==> config.mk <==
export PLATFORM = sky130hd
export DESIGN_NAME = tlul_sram_bridge
export DESIGN_NICKNAME = d
export VERILOG_FILES = /design/src/rtl/tlul_pkg.sv /design/src/rtl/prim_fifo_sync.sv /design/src/rtl/tlul_sram_bridge.sv
export SDC_FILE = /design/constraint.sdc
export NUM_CORES = 1
export LEC_CHECK = 0
export ABC_AREA = 1
export CAP_MARGIN = 20
export CORE_ASPECT_RATIO = 2
export CORE_MARGIN = 2
export CORE_UTILIZATION = 41
export DETAILED_ROUTE_END_ITERATION = 6
export PLACE_DENSITY_LB_ADDON = 0.25
export SETUP_SLACK_MARGIN = 0.05
export SKIP_LAST_GASP = 1
export SLEW_MARGIN = 40
export SYNTH_ARGS = -nofsm -noshare
export SYNTH_HDL_FRONTEND = slang
export SYNTH_SLANG_ARGS = --single-unit
==> constraint.sdc <==
create_clock -name clk_i -period 3.35 [get_ports clk_i]
set_input_delay 0.67 -clock clk_i [delete_from_list [all_inputs] [get_ports clk_i]]
set_output_delay 0.67 -clock clk_i [all_outputs]
set_load 0.03 [all_outputs]
==> src/rtl/tlul_pkg.sv <==
// tlul_pkg: TL-UL bus types, opcodes and the bridge's request-tracking entry.
package tlul_pkg;
  localparam int TL_AW  = 32;
  localparam int TL_DW  = 32;
  localparam int TL_AIW = 8;
  localparam int TL_DBW = TL_DW / 8;
  localparam int TL_SZW = 2;
  typedef enum logic [2:0] {PutFullData = 3'h0, PutPartialData = 3'h1, Get = 3'h4} tl_a_op_e;
  typedef enum logic [2:0] {AccessAck = 3'h0, AccessAckData = 3'h1} tl_d_op_e;
  typedef struct packed {
    logic              a_valid;
    tl_a_op_e          a_opcode;
    logic [2:0]        a_param;
    logic [TL_SZW-1:0] a_size;
    logic [TL_AIW-1:0] a_source;
    logic [TL_AW-1:0]  a_address;
    logic [TL_DBW-1:0] a_mask;
    logic [TL_DW-1:0]  a_data;
    logic              d_ready;
  } tl_h2d_t;
  typedef struct packed {
    logic              d_valid;
    tl_d_op_e          d_opcode;
    logic [2:0]        d_param;
    logic [TL_SZW-1:0] d_size;
    logic [TL_AIW-1:0] d_source;
    logic [0:0]        d_sink;
    logic [TL_DW-1:0]  d_data;
    logic              d_error;
    logic              a_ready;
  } tl_d2h_t;
  typedef struct packed {
    logic              is_read;
    logic              err;
    logic [TL_SZW-1:0] size;
    logic [TL_AIW-1:0] source;
  } req_entry_t;
  // Byte lanes covered by an access of 2**size bytes at byte offset off
  function automatic logic [TL_DBW-1:0] size_mask(input logic [TL_SZW-1:0] size, input logic [1:0] off);
    return size == 2'd0 ? 4'b0001 << off : size == 2'd1 ? 4'b0011 << off : 4'b1111;
  endfunction
endpackage

==> src/rtl/prim_fifo_sync.sv <==
// prim_fifo_sync: synchronous FIFO with registered storage and optional pass-through when empty.
module prim_fifo_sync #(
  parameter int Width = 8,
  parameter bit Pass  = 1'b0,
  parameter int Depth = 2
) (
  input  logic             clk_i,
  input  logic             rst_i,
  input  logic             wvalid_i,
  output logic             wready_o,
  input  logic [Width-1:0] wdata_i,
  output logic             rvalid_o,
  input  logic             rready_i,
  output logic [Width-1:0] rdata_o
);
  localparam int PtrW = Depth > 1 ? $clog2(Depth) : 1;
  localparam int CntW = $clog2(Depth + 1);
  logic [Width-1:0] mem_q [Depth];
  logic [PtrW-1:0] wptr_q, wptr_d, rptr_q, rptr_d;
  logic [CntW-1:0] cnt_q, cnt_d;
  logic empty, bypass, push, pop;
  assign empty    = cnt_q == '0;
  assign bypass   = Pass & empty;
  assign wready_o = cnt_q != CntW'(Depth);
  assign rvalid_o = ~empty | (bypass & wvalid_i);
  assign rdata_o  = bypass ? wdata_i : mem_q[rptr_q];
  assign push     = wvalid_i & wready_o & ~(bypass & rready_i);
  assign pop      = rvalid_o & rready_i & ~bypass;
  assign wptr_d   = push ? (wptr_q == PtrW'(Depth - 1) ? '0 : wptr_q + 1'b1) : wptr_q;
  assign rptr_d   = pop ? (rptr_q == PtrW'(Depth - 1) ? '0 : rptr_q + 1'b1) : rptr_q;
  assign cnt_d    = cnt_q + CntW'(push) - CntW'(pop);
  always_ff @(posedge clk_i or posedge rst_i) begin
    if (rst_i) begin
      wptr_q <= '0;
      rptr_q <= '0;
      cnt_q  <= '0;
    end else begin
      wptr_q <= wptr_d;
      rptr_q <= rptr_d;
      cnt_q  <= cnt_d;
    end
  end
  always_ff @(posedge clk_i) begin
    if (push) mem_q[wptr_q] <= wdata_i;
  end
endmodule

==> src/rtl/tlul_sram_bridge.sv <==
// tlul_sram_bridge: TL-UL device endpoint turning Get/Put requests into SRAM req/gnt
// transactions with in-order AccessAck/AccessAckData responses.
module tlul_sram_bridge
  import tlul_pkg::*;
#(
  parameter int SramAw      = 10,
  parameter int SramDw      = TL_DW,
  parameter int Outstanding = 2
) (
  input  logic              clk_i,
  input  logic              rst_i,
  input  tl_h2d_t           tl_i,
  output tl_d2h_t           tl_o,
  output logic              req_o,
  input  logic              gnt_i,
  output logic              we_o,
  output logic [SramAw-1:0] addr_o,
  output logic [SramDw-1:0] wdata_o,
  output logic [SramDw-1:0] wmask_o,
  input  logic [SramDw-1:0] rdata_i,
  input  logic              rvalid_i,
  input  logic [1:0]        rerror_i
);
  localparam int CntW = $clog2(Outstanding + 1);
  logic is_get, is_put, err, full, a_ready, a_ack, rd_gnt, rd_push;
  logic rq_wready, rq_rvalid, rq_pop, rd_wready, rd_rvalid, rd_pop, good_rd, d_valid;
  logic [TL_DBW-1:0] need;
  logic [CntW-1:0] rd_pending_q, rd_pending_d;
  req_entry_t rq_in, rq_head;
  logic [SramDw:0] rd_head;
  logic unused_sig;
  assign is_get = tl_i.a_opcode == Get;
  assign is_put = tl_i.a_opcode inside {PutFullData, PutPartialData};
  assign need   = size_mask(tl_i.a_size, tl_i.a_address[1:0]);
  assign err    = ~(is_get | is_put) | (tl_i.a_size > 2'd2)
                | (tl_i.a_size == 2'd1 & tl_i.a_address[0])
                | (tl_i.a_size == 2'd2 & |tl_i.a_address[1:0])
                | (|tl_i.a_address[TL_AW-1:SramAw+2])
                | (tl_i.a_opcode == PutFullData & (tl_i.a_mask & need) != need)
                | (tl_i.a_mask == '0);
  assign full    = ~rq_wready;
  assign a_ready = ~full & (err | gnt_i);
  assign a_ack   = tl_i.a_valid & a_ready;
  assign req_o   = tl_i.a_valid & ~err & ~full;
  assign we_o    = tl_i.a_valid & is_put;
  assign addr_o  = tl_i.a_valid ? tl_i.a_address[SramAw+1:2] : '0;
  assign wdata_o = tl_i.a_valid ? tl_i.a_data : '0;
  for (genvar b = 0; b < TL_DBW; b++) begin : g_mask
    assign wmask_o[8*b +: 8] = {8{tl_i.a_valid & tl_i.a_mask[b]}};
  end
  // Only reads that were actually granted may claim returning rvalid beats
  assign rd_gnt       = req_o & gnt_i & is_get;
  assign rd_push      = rvalid_i & (rd_pending_q != '0);
  assign rd_pending_d = rd_pending_q + CntW'(rd_gnt) - CntW'(rd_push);
  always_ff @(posedge clk_i or posedge rst_i) begin
    if (rst_i) rd_pending_q <= '0;
    else rd_pending_q <= rd_pending_d;
  end
  assign rq_in = '{is_read: is_get, err: err, size: tl_i.a_size, source: tl_i.a_source};
  prim_fifo_sync #(.Width($bits(req_entry_t)), .Pass(1'b0), .Depth(Outstanding)) u_req_fifo (
    .clk_i, .rst_i, .wvalid_i(a_ack), .wready_o(rq_wready), .wdata_i(rq_in),
    .rvalid_o(rq_rvalid), .rready_i(rq_pop), .rdata_o(rq_head)
  );
  prim_fifo_sync #(.Width(SramDw + 1), .Pass(1'b0), .Depth(Outstanding)) u_rd_fifo (
    .clk_i, .rst_i, .wvalid_i(rd_push), .wready_o(rd_wready), .wdata_i({rdata_i, |rerror_i}),
    .rvalid_o(rd_rvalid), .rready_i(rd_pop), .rdata_o(rd_head)
  );
  assign good_rd = rq_head.is_read & ~rq_head.err;
  assign d_valid = rq_rvalid & (~good_rd | rd_rvalid);
  assign rq_pop  = d_valid & tl_i.d_ready;
  assign rd_pop  = rq_pop & good_rd;
  always_comb begin
    tl_o          = '0;
    tl_o.a_ready  = a_ready;
    tl_o.d_valid  = d_valid;
    tl_o.d_opcode = d_valid & rq_head.is_read ? AccessAckData : AccessAck;
    tl_o.d_size   = d_valid ? rq_head.size : '0;
    tl_o.d_source = d_valid ? rq_head.source : '0;
    tl_o.d_data   = ~d_valid | ~rq_head.is_read ? '0 : rq_head.err ? '1 : rd_head[SramDw:1];
    tl_o.d_error  = d_valid & (rq_head.err | (good_rd & rd_head[0]));
  end
  assign unused_sig = ^{tl_i.a_param, rd_wready};
endmodule

==> flow_summary_export.csv <==
group,metric,value,unit
critical_path,cpLargestDelayFamily,"buffers and inverters",
routing,route.final.wire_length,13.17,mm
sta,max_freq,0.3205,GHz
critical_path,cp_slowest_cell,"clkdlybuf4s50_1",
final_layout,diodes,0,
power,combPwrFrac,53.9,%
global_route,number_of_antenna_violations_at_the_first_check_in_global_routing,0,
routing,ant_nets,0,
final_layout,mostFrequentLayoutCells,"buf_4, nand2_1, clkdlybuf4s50_1, edfxtp_1, inv_1",
routing,detailedRoute.firstPassIterationCount,4,
critical_path,category_of_the_critical_setup_timing_path,"primary input to output pin",
placed_design,detailed_place_hpwl,10.42,mm
synth,synthesis.area,5032,um^2
routing,vias_per_cell,4.787,
final_layout,layout.cells.most_common,"buf_4",
critical_path,critPathBufInv,4,
synth,netlist-cell-type-count,28,
clocking,clock-sinks,100,
power,power.sequential.fraction,28.6,%
routing,num_vias,4165,
global_route,via_count_of_the_first_global_routing_pass,4256,
die,chipHeight,160.7,um
critical_path,start_kind,"primary input",
critical_path,worst_ep_required_time,2680,ps
sta,grt_setup_unrepaired,"false",
global_route,grt.met1_usage,17.80,%
power,worst_ir_drop_vdd,564.6,uV
power,total_power,6.334,mW
synth,postSynthRegisterBits,100,
power,power.clock.fraction,17.5,%
global_route,grt_pass1_wl,19.94,mm
power,p_per_area,848.2,nW/um^2
die,core_area,12050,um^2
final_layout,final_net_count,852,
routing,route.detailed.drc,0,
synth,yosys_warnings,0,
power,power.switching,2.771,mW
clocking,num_cts_buffers,9,
placed_design,place_congestion,0.7907,
clocking,tritoncts,"built",
power,leakage_power,3.406,nW
clocking,cts_hold_buffers,0,
final_layout,fillerInstances,1013,
clocking,clk_pin_slew_worst_paths,60,ps
global_route,gr-usage-met3,3.989,%
power,cell_internal_pwr,3.563,mW
clocking,clk_latency,340,ps
die,initial_core_util,41.75,%
clocking,cts_htree_levels,3,
sta,number_of_endpoints_with_negative_hold_slack_in_the_final_report,0,
die,x_dimension_of_the_die,82.34,um
final_layout,drive_gt1_share,25.86,%
flow_run,timing.max_cap.violations,0,
critical_path,worst-path-max-fanout,3,
synth,postSynthAreaPerCell,9.945,um^2
sta,layout_worst_path_cycle_share,93.13,%
clocking,cts_buffer_depth,2,
global_route,grt_busiest_layer,"met2",
global_route,met2_usage,40.47,%
synth,synth_seq_area_share,58.68,%
sta,tightest_slew,621.7,ps
sta,timing.slew.headroom,58.51,%
sta,finish_stage_setup_viols,0,
critical_path,critPathMaxStageDelay,500,ps
global_route,globalRouteOverflowTotal,0,
worst_hold_path,worstHoldPathType,"flop to flop",
sta,final.min_clock_period,3120,ps
die,design.die.area,13230,um^2
placed_design,number_of_buffers_added_on_ports,242,
final_layout,register_area,2953,um^2
sta,finalSetupTns,0,ps
die,placementRows,57,
sta,drv_slew,0,
global_route,grt_max_degree,42,
critical_path,arrival,2450,ps
clocking,cts-root-buf,"clkbuf_16",
sta,clock-skew-final,5.873,ps
power,switching_share,43.75,%
final_layout,multi_input_comb_area,1439,um^2
critical_path,setup.worst_path.end_class,"output pin",
status,status,"complete, no violations",
die,top_level_ports,252,
global_route,globalRouteTotalUtil,20.18,%
final_layout,layout-area-overhead-vs-synth,48.38,%
sta,timing.hold.ws,481.8,ps
routing,detailedRoute.firstIterationViolations,119,
routing,wire_per_inst,15.14,um
critical_path,chain_of_cells_forming_the_critical_path,"clkdlybuf4s50_1, inv_1, ha_1, nand3b_1, nand3_1, nand2_1, o21ai_1, nand3_1, nand2_1, inv_1, buf_4",
synth,syn-instance-count,506,
[what timing repair did]
action	4_1_cts	5_1_grt
setup buffers	0	0
endpoints found under the setup margin	0	1
gates resized for setup	0	1
[power by group through the flow]
stage / clock [mW] / sequential [mW] / combinational, mW
floorplan: 0 / 1.82 / 2.27
global placement: 0 / 1.82 / 3.39
detailed placement: 0 / 1.84 / 3.44
CTS: 1.15 / 1.81 / 3.46
global route: 1.19 / 1.84 / 3.67
finish: 1.11 / 1.81 / 3.41
[cell usage after synthesis, drive strengths merged]
cell type | n | share of area (%)
nand2 | 123 | 9.2
edfxtp | 90 | 54
inv | 79 | 5.9
a21oi | 75 | 9.6
buf | 43 | 6.4
nor2 | 23 | 1.7
clkbuf | 15 | 1.1
nand3 | 11 | 1.1
dfrtp | 10 | 5.0
ha | 10 | 2.5
o21ai | 5 | 0.50
xnor2 | 5 | 0.87
or2 | 4 | 0.50
xor2 | 4 | 0.70
nand3b | 2 | 0.30
clkinv | 1 | 0.075
conb | 1 | 0.075
mux2i | 1 | 0.20
nor3 | 1 | 0.099
nor3b | 1 | 0.15
o21a | 1 | 0.15
o21bai | 1 | 0.15
[tightest hold or removal path: stages (launching register included)]
cell and delay, ps:
dfrtp_1 350, nand2_1 60, nand2_1 50
[worst paths after layout]
path | start | end | slack (ps) | cells after the start
worst max-delay path | tl_i[38] | tl_o[0] | 230 | 11
worst min-delay path | u_req_fifo.wptr_q | u_req_fifo.wptr_q | 480 | 2
worst max register to register | u_req_fifo.rptr_q | u_rd_fifo.cnt_q[1] | 860 | 13
worst min register to register | u_req_fifo.wptr_q | u_req_fifo.wptr_q | 480 | 2
max in group asynchronous | rst_i | rd_pending_q[1] | 2440 | 2
min in group asynchronous | rst_i | rd_pending_q[0] | 620 | 2
[flip-flops by register name, indices dropped and copies added (netlist names)]
register and count:
u_req_fifo.mem_q 24, u_rd_fifo.wptr_q 1, u_rd_fifo.cnt_q 2, u_req_fifo.rptr_q 1, u_req_fifo.cnt_q 2, rd_pending_q 2, u_req_fifo.wptr_q 1, u_rd_fifo.rptr_q 1
u_rd_fifo.mem_q 66
[through the flow]
stage          util [%]  instances  cell area (um^2)  setup slack, ps
3_3_place_gp      59.16        854              7131            152.3
2_1_floorplan         -        511              5051            544.3
4_1_cts           61.95        870              7467            172.1
6_report          61.95        870              7467            230.2
5_1_grt           61.95        870              7467            130.3
3_5_place_dp      59.20        854              7136            176.6
[metal layers]
| metal | share of wire (%) | wire length, um | vias up |
|---|---|---|---|
| li1 | - | - | 2005 |
| met1 | 31 | 4111 | 1936 |
| met2 | 59 | 7739 | 205 |
| met3 | 7.3 | 964 | 19 |
| met4 | 2.7 | 354 | 0 |
| met5 | 0 | 0 | - |
[cell families after synthesis]
group | synth area share (%)
compound gates | 10.42
xor+xnor | 1.566
fa+ha+maj | 2.486
buf+inv | 13.50
flops | 58.68
mux | 0.1989
other cells | 0.07452
simple gates | 13.08
[cell type report]
class | instances | area share (%)
sequential | 100 | 39.54
timing repair buffer | 254 | 30.26
multi-input combinational | 273 | 19.27
inverter | 80 | 4.021
clock buffer | 9 | 3.016
tap | 147 | 2.463
clock inverter | 7 | 1.424
Note: power is estimated with default switching activity, not from simulation.
